**config.mk**
```make
export PLATFORM = sky130hd
export DESIGN_NAME = inst_fifo
export DESIGN_NICKNAME = d
export VERILOG_FILES = /design/src/rtl/inst_fifo.sv
export SDC_FILE = /design/constraint.sdc
export NUM_CORES = 1
export LEC_CHECK = 0
export ABC_AREA = 0
export ABC_CLOCK_PERIOD_IN_PS = 8350
export BUFFER_PORTS_ARGS = -buffer_cell sky130_fd_sc_hd__clkbuf_2
export CORE_UTILIZATION = 43
export CTS_CLUSTER_SIZE = 25
export DETAILED_ROUTE_END_ITERATION = 10
export GPL_TIMING_DRIVEN = 0
export PLACE_DENSITY_LB_ADDON = 0.1
export SYNTH_ARGS = -nofsm -noshare
export SYNTH_HDL_FRONTEND = slang
export SYNTH_SLANG_ARGS = --single-unit
export TNS_END_PERCENT = 100
```
**constraint.sdc**
```tcl
create_clock -name clk -period 8.35 [get_ports clk]
set_clock_uncertainty 0.05 [all_clocks]
set_input_delay 1.67 -clock clk [delete_from_list [all_inputs] [get_ports clk]]
set_output_delay 1.67 -clock clk [all_outputs]
set_load 0.05 [all_outputs]
```
**src/rtl/inst_fifo.sv**
```systemverilog
// rtl/inst_fifo.sv - instruction queue between dual-word fetch and decode
// Captures a 64-bit fetch pair one cycle after its request and holds it as two {pc, inst} entries.
`ifndef IF_TO_ID_WD
`define IF_TO_ID_WD 34
`endif

module inst_fifo #(
  parameter int DEPTH = 8
) (
  input  logic                    clk,
  input  logic                    rst,
  input  logic                    flush,
  input  logic [`IF_TO_ID_WD-1:0] if_to_id_bus,
  input  logic [63:0]             inst_sram_rdata,
  input  logic [1:0]              id_pop,
  output logic                    inst0_valid,
  output logic [31:0]             inst0_pc,
  output logic [31:0]             inst0,
  output logic                    inst1_valid,
  output logic [31:0]             inst1_pc,
  output logic [31:0]             inst1,
  output logic                    stallreq
);

  localparam int PW = $clog2(DEPTH);
  localparam int CW = PW + 1;
  localparam logic [CW-1:0] STALL_AT = CW'(DEPTH - 4);

  logic [31:0]   pc_mem   [DEPTH];
  logic [31:0]   inst_mem [DEPTH];
  logic [PW-1:0] rd_ptr, wr_ptr;
  logic [PW-1:0] rd_ptr1, wr_ptr1;
  logic [CW-1:0] count;
  logic [CW-1:0] pop_ext, pe;
  logic          req_valid_q, req_discard_q;
  logic [31:0]   req_pc_q;
  logic          wr;

  assign rd_ptr1 = rd_ptr + PW'(1);
  assign wr_ptr1 = wr_ptr + PW'(1);
  assign pop_ext = CW'(id_pop);
  // ID may ask for more than is held; only what exists is retired
  assign pe      = (pop_ext > count) ? count : pop_ext;
  assign wr      = req_valid_q & ~req_discard_q & ~flush;

  always_ff @(posedge clk) begin
    req_discard_q <= if_to_id_bus[33];
    req_pc_q      <= if_to_id_bus[31:0];
    if (rst || flush) begin
      req_valid_q <= 1'b0;
      count       <= '0;
      rd_ptr      <= '0;
      wr_ptr      <= '0;
    end else begin
      req_valid_q <= if_to_id_bus[32];
      if (wr)
        wr_ptr <= wr_ptr + PW'(2);
      rd_ptr <= rd_ptr + pe[PW-1:0];
      count  <= count + (wr ? CW'(2) : CW'(0)) - pe;
    end
  end

  always_ff @(posedge clk) begin
    if (wr) begin
      pc_mem[wr_ptr]    <= req_pc_q;
      inst_mem[wr_ptr]  <= inst_sram_rdata[31:0];
      pc_mem[wr_ptr1]   <= req_pc_q + 32'd4;
      inst_mem[wr_ptr1] <= inst_sram_rdata[63:32];
    end
  end

  // Outputs show stored entries only; a same-cycle write is not bypassed
  assign inst0_valid = (count != '0);
  assign inst1_valid = (count >= CW'(2));
  assign inst0_pc    = inst0_valid ? pc_mem[rd_ptr]    : 32'd0;
  assign inst0       = inst0_valid ? inst_mem[rd_ptr]  : 32'd0;
  assign inst1_pc    = inst1_valid ? pc_mem[rd_ptr1]   : 32'd0;
  assign inst1       = inst1_valid ? inst_mem[rd_ptr1] : 32'd0;

  // Leaves room for this cycle's write plus the response to this cycle's fetch
  assign stallreq = (count >= STALL_AT);

endmodule

```
* After elaboration in Yosys (flattened, before gate mapping)
Memory sizes are Yosys's and may differ from the RTL's. A register that Yosys moved wholly into a read port is not among the register bits.
Cells that the tools add are included.
** Word-level totals
- Memories kept :: 2
- RAM bits :: 512
- Bits in registers :: 44
- Input bits :: 103
- Output and inout bits :: 131
- Word-level logic and storage cells :: 34
** Memories
- inst_mem :: words 8, bits a word 32, read ports 2, clocked after memory_dff 1, write ports 2, RTL line 30 : logic [31:0] inst_mem [DEPTH];
- pc_mem :: words 8, bits a word 32, read ports 2, clocked after memory_dff 1, write ports 2, RTL line 29 : logic [31:0] pc_mem [DEPTH];
** Operators by class
- Reduce and logical (&&, ||, !) cells :: 2
- $add $sub $neg :: 7
- Bitwise gates (word level) :: 4
- Magnitude comparators :: 3
- Muxes and demuxes :: 10
** Operators by type and width (number)
- 32-bit two-way mux :: 4
- 32-bit by 3-bit adder with 32-bit output, second input constant :: 1
- 3-bit by 1-bit adder with 3-bit output, second input constant :: 2
- 3-bit two-way mux :: 2
- 4-bit by 2-bit adder with 4-bit output :: 1
- 4-bit by 2-bit greater-or-equal comparator with 1-bit output, second input constant :: 1
- 4-bit by 3-bit greater-or-equal comparator with 1-bit output, second input constant :: 1
- 2-bit by 4-bit > comparator with 1-bit output :: 1
- 4-bit two-way mux :: 1
- 4-bit nonzero test :: 1
- 4-bit subtractor :: 1
- 3-bit by 2-bit adder with 3-bit output, second input constant :: 1
- 3-bit adder :: 1
- 1-bit bitwise AND :: 2
- 1-bit two-way mux :: 2
- 2-bit two-way mux :: 1
- 1-bit NOT :: 2
- 1-bit logical OR :: 1

* Longest topological paths before layout
- Depth in word-level cells :: 6
- Depth in mapped cells :: 13
- Gate-level depth less buffers :: 13

* Worst setup path after synthesis
OpenSTA, ideal clock, no wires.
- Kind :: input to register
- From :: input flush
- To :: memory inst_mem[0][0], enable pin
- Arrival :: 5065 ps
- Path slack :: 2735 ps
- Cell stages on the path :: 2
- Library setup time :: 500 ps
- Cells stage by stage :: nor3b_1 and2_1
** RTL lines
- start, declared :: RTL line 12 : input logic flush,
- end, declared :: RTL line 30

* Worst setup path after layout
- From :: register count[2]
- To :: output inst0_pc[18]
** On the way
- Longest elaborated chain between the ends :: 2
** Ends and longest elaborated chain
- start, declared :: RTL line 33 : logic [CW-1:0] count;
- start signal, assigned :: RTL line 59 : count <= count + (wr ? CW'(2) : CW'(0)) - pe;
- 4-bit nonzero test :: RTL line 73 : assign inst0_valid = (count != '0);
- 32-bit two-way mux :: RTL line 75 : assign inst0_pc = inst0_valid ? pc_mem[rd_ptr] : 32'd0;
- end, declared :: RTL line 17 : output logic [31:0] inst0_pc,
Every way passes these cells.

==> impl_results.md <==
* Largest family of logic cells by synthesized area: multiplexers
* Final setup margin at 3.083 ns
* Status: completed
* Clk buf depth at 3
* Starting Density at 0.4349
* Initial antenna violation count at 4
* Slew Viols, Final at 0
* Power per cell area at around 290 nW/um^2
* Slowest CP cell: clkbuf_1
* Post-synth top cells: 504 x edfxtp_1, 252 x mux4_2, 143 x nor2_1
* Mapped Area at 25040 um^2
* Measured slew at the worst slew-check pin at ~1.2 ns
* Final #Nets at 1714
* Worst slew margin relative to its limit at 0.2139
* Worst-skew pair later-pin latency at roughly 0.61 ns
* Share of layout cells above drive strength 1 at 0.3989
* Post-CTS setup buffer count at 0
* Final Cycle Share at 0.6307
* Post-Synth Simple-Gate Area at 0.03922
* Synth Area in XOR/XNOR at 0.01219
* Peak fanout along the critical path at 10
* PnR Total Power at approximately 0.0086 W
* Yosys cell types at 36
* Port bufs at between 200 and 250
* Startpoint Class: flip-flop
* Worst path max stage delay at 0.87 ns
* Crit Path Class: reg -> out
* Synth warn at 0
* GRT Residual Overflow at 0
* DRC at 0
* Largest net degree at the start of global routing at 58
* CTS Buf Count at 57
* DRT Wirelength at ~64000 um
* Post-placement setup slack at 3.677 ns
* Initial DRC Count at 931
* Register area at roughly 16000 um^2
* I/O pins at ~230
* Top_reg_cell synth: edfxtp_1
* Design Area, Final at 29250 um^2
* Die outline width at 243.3 um
* Vias in the first global route at 14340
* Row cnt at 88
* Share of the yosys chip area belonging to registers at 0.6388
* Final setup fails at 0
* CTS H-tree lvls at 2
* Top cells by area, synth: edfxtp_1 60%, mux4_2 23%, mux2i_1 5.0%
* Max Cap Viol at 0
* Routed Antenna Nets at 0
* Core area at 57590 um^2
* Worst VDD drop at 0.2074 mV
* GRT Total Usage at 0.2173
* Fmax at 0.1899 GHz
* Global-route wire length before repair at approximately 94000 um
* Post-synthesis mux area share at 0.2762
* Worst Path Required at 6.63 ns
* Most frequent cell after synthesis: edfxtp_1
* Compound-cell area share of the yosys netlist at 0.001449
* Lkg Pwr at 9.592 nW
* Final Critical Period at 5.267 ns
* DP HPWL at 41910 um
* # resized after CTS at 0
* Post-synth net total at approximately 1400
* Die area at between 50000 and 60000 um^2
* Mean Syn Cell Area at approximately 19 um^2
* Routed wire per std cell at 26.40 um
* Yosys reg bits at 547
* Post-Synth Adder-Cell Area at 0.009094
* Hold WS at 0.4313 ns
* Clk sinks at ~550
* Worst Setup End Kind: output port
* Layout area overhead at 16.81%
* # fillers at 4730
* CTS tree: yes
* Area share of the largest cell type after synthesis at 0.6044
* Critical path's top delay family: buffers and inverters
* FFs w/ async S/R, synth at 0
* RSZ-0062 raised after global routing: no
* Synth area leader: edfxtp_1
* Hold_buf cts at 0
* Post-Syn Instances at roughly 1300
* Final Hold Viols at 0
* Die Height at 243.3 um
* CP most frequent cell: clkbuf_1
* Placed Area at ~27000 um^2
* Worst path buffer plus inverter count at 4
* Crit path cell chain: inv_1 > ha_1 > and3_1 > clkbuf_1 > clkbuf_1 > nor2_1 > clkbuf_2
* Clock Pin Slew Worst Setup and Hold Paths at 0.06 ns
* Multi-input gate area at 8478 um^2
* Post-synth EDFFs at 504
* Crit path DAT at ~3.6 ns
* DRT Pass-1 Iters at 5
* Hold Path Class: reg -> reg
* Avg Vias per Cell at roughly 5.7
* Via count at 13700
* Root buffer cell: clkbuf_16
* RePlAce Congestion at 0.7655
-- area by class of cell --
cell class | count | share of cell area
Clock buffer | 76 | 0.05403
Multi-Input combinational cell | 644 | 0.2898
Clock inverter | 31 | 0.009154
Sequential cell | 547 | 0.5468
Antenna cell | 3 | 0.0002567
Timing Repair Buffer | 241 | 0.04739
Tap cell | 765 | 0.03272
Buffer | 85 | 0.01745
Inverter | 18 | 0.002310
-- where the power goes --
part	internal, W	switching, W
registers	0.00301	0.0000297
clock network	0.00147	0.00103
logic	0.000874	0.00216
total	0.00536	0.00322
-- sequential cells by signal (all words and copies together) (netlist names) --
signal	flops
pc_mem	248
inst_mem	256
wr_ptr	2
req_pc_q	32
req_discard_q	1
count	4
rd_ptr	3
req_valid_q	1
-- placed cells by master, fill, tap and decap left out, drive strengths merged, types with 13 or more instances in the layout --
| cell type | instances |
|---|---|
| nor2 | 143 |
| xor2 | 13 |
| mux2i | 124 |
| dfxtp | 43 |
| buf | 79 |
| edfxtp | 504 |
| mux4 | 252 |
| nand3 | 14 |
| ha | 15 |
| clkbuf | 323 |
| clkinv | 25 |
| xnor2 | 21 |
| inv | 19 |
-- cell families after synthesis --
kind of cell / after synthesis
AO/OA/AOI/OAI: 6
flip-flops: 547
adder cells (fa/ha/maj): 17
XOR/XNOR: 34
buffers and inverters: 103
AND/OR/NAND/NOR: 211
multiplexers: 376
-- stage by stage --
| step | TNS, ns | instances | util |
|---|---|---|---|
| detailed placement | 0 | 2300 | 0.4757 |
| CTS | 0 | 2407 | 0.5078 |
| global placement | -0.05485 | 2292 | 0.4717 |
| floorplan | 0 | 1294 | - |
| global route | 0 | 2409 | 0.5079 |
| finish | 0 | 2410 | 0.5080 |
-- worst reg2reg max path: stages, from the launching register on --
cell     delay [ns]
dfxtp_1        0.31
nor3b_1        0.67
and2_4         0.67
buf_16         0.33
buf_16         0.32
-- layer usage --
| layer | global-route usage | vias up | part of all wire |
|---|---|---|---|
| met3 | 0.03668 | 77 | 0.057 |
| met4 | 0.04791 | 4 | 0.017 |
| met1 | 0.2985 | 7294 | 0.43 |
| met5 | 0 | - | 0.00039 |
| li1 | - | 5936 | - |
| met2 | 0.3640 | 390 | 0.50 |
-- path summary, 6_finish.rpt --
check                             start                      end  slack [ns]  cells after the start
hold reg to reg     req_pc_q[1]$_DFF_P_   pc_mem[5][1]$_DFFE_PP_        0.43                      0
setup / recovery    count[2]$_SDFF_PP0_             inst0_pc[18]        3.08                      7
setup reg to reg  req_discard_q$_DFF_P_  pc_mem[0][23]$_DFFE_PP_        5.56                      4
hold / removal      req_pc_q[1]$_DFF_P_   pc_mem[5][1]$_DFFE_PP_        0.43                      0
No activity file was read; power rests on OpenSTA's default activity.
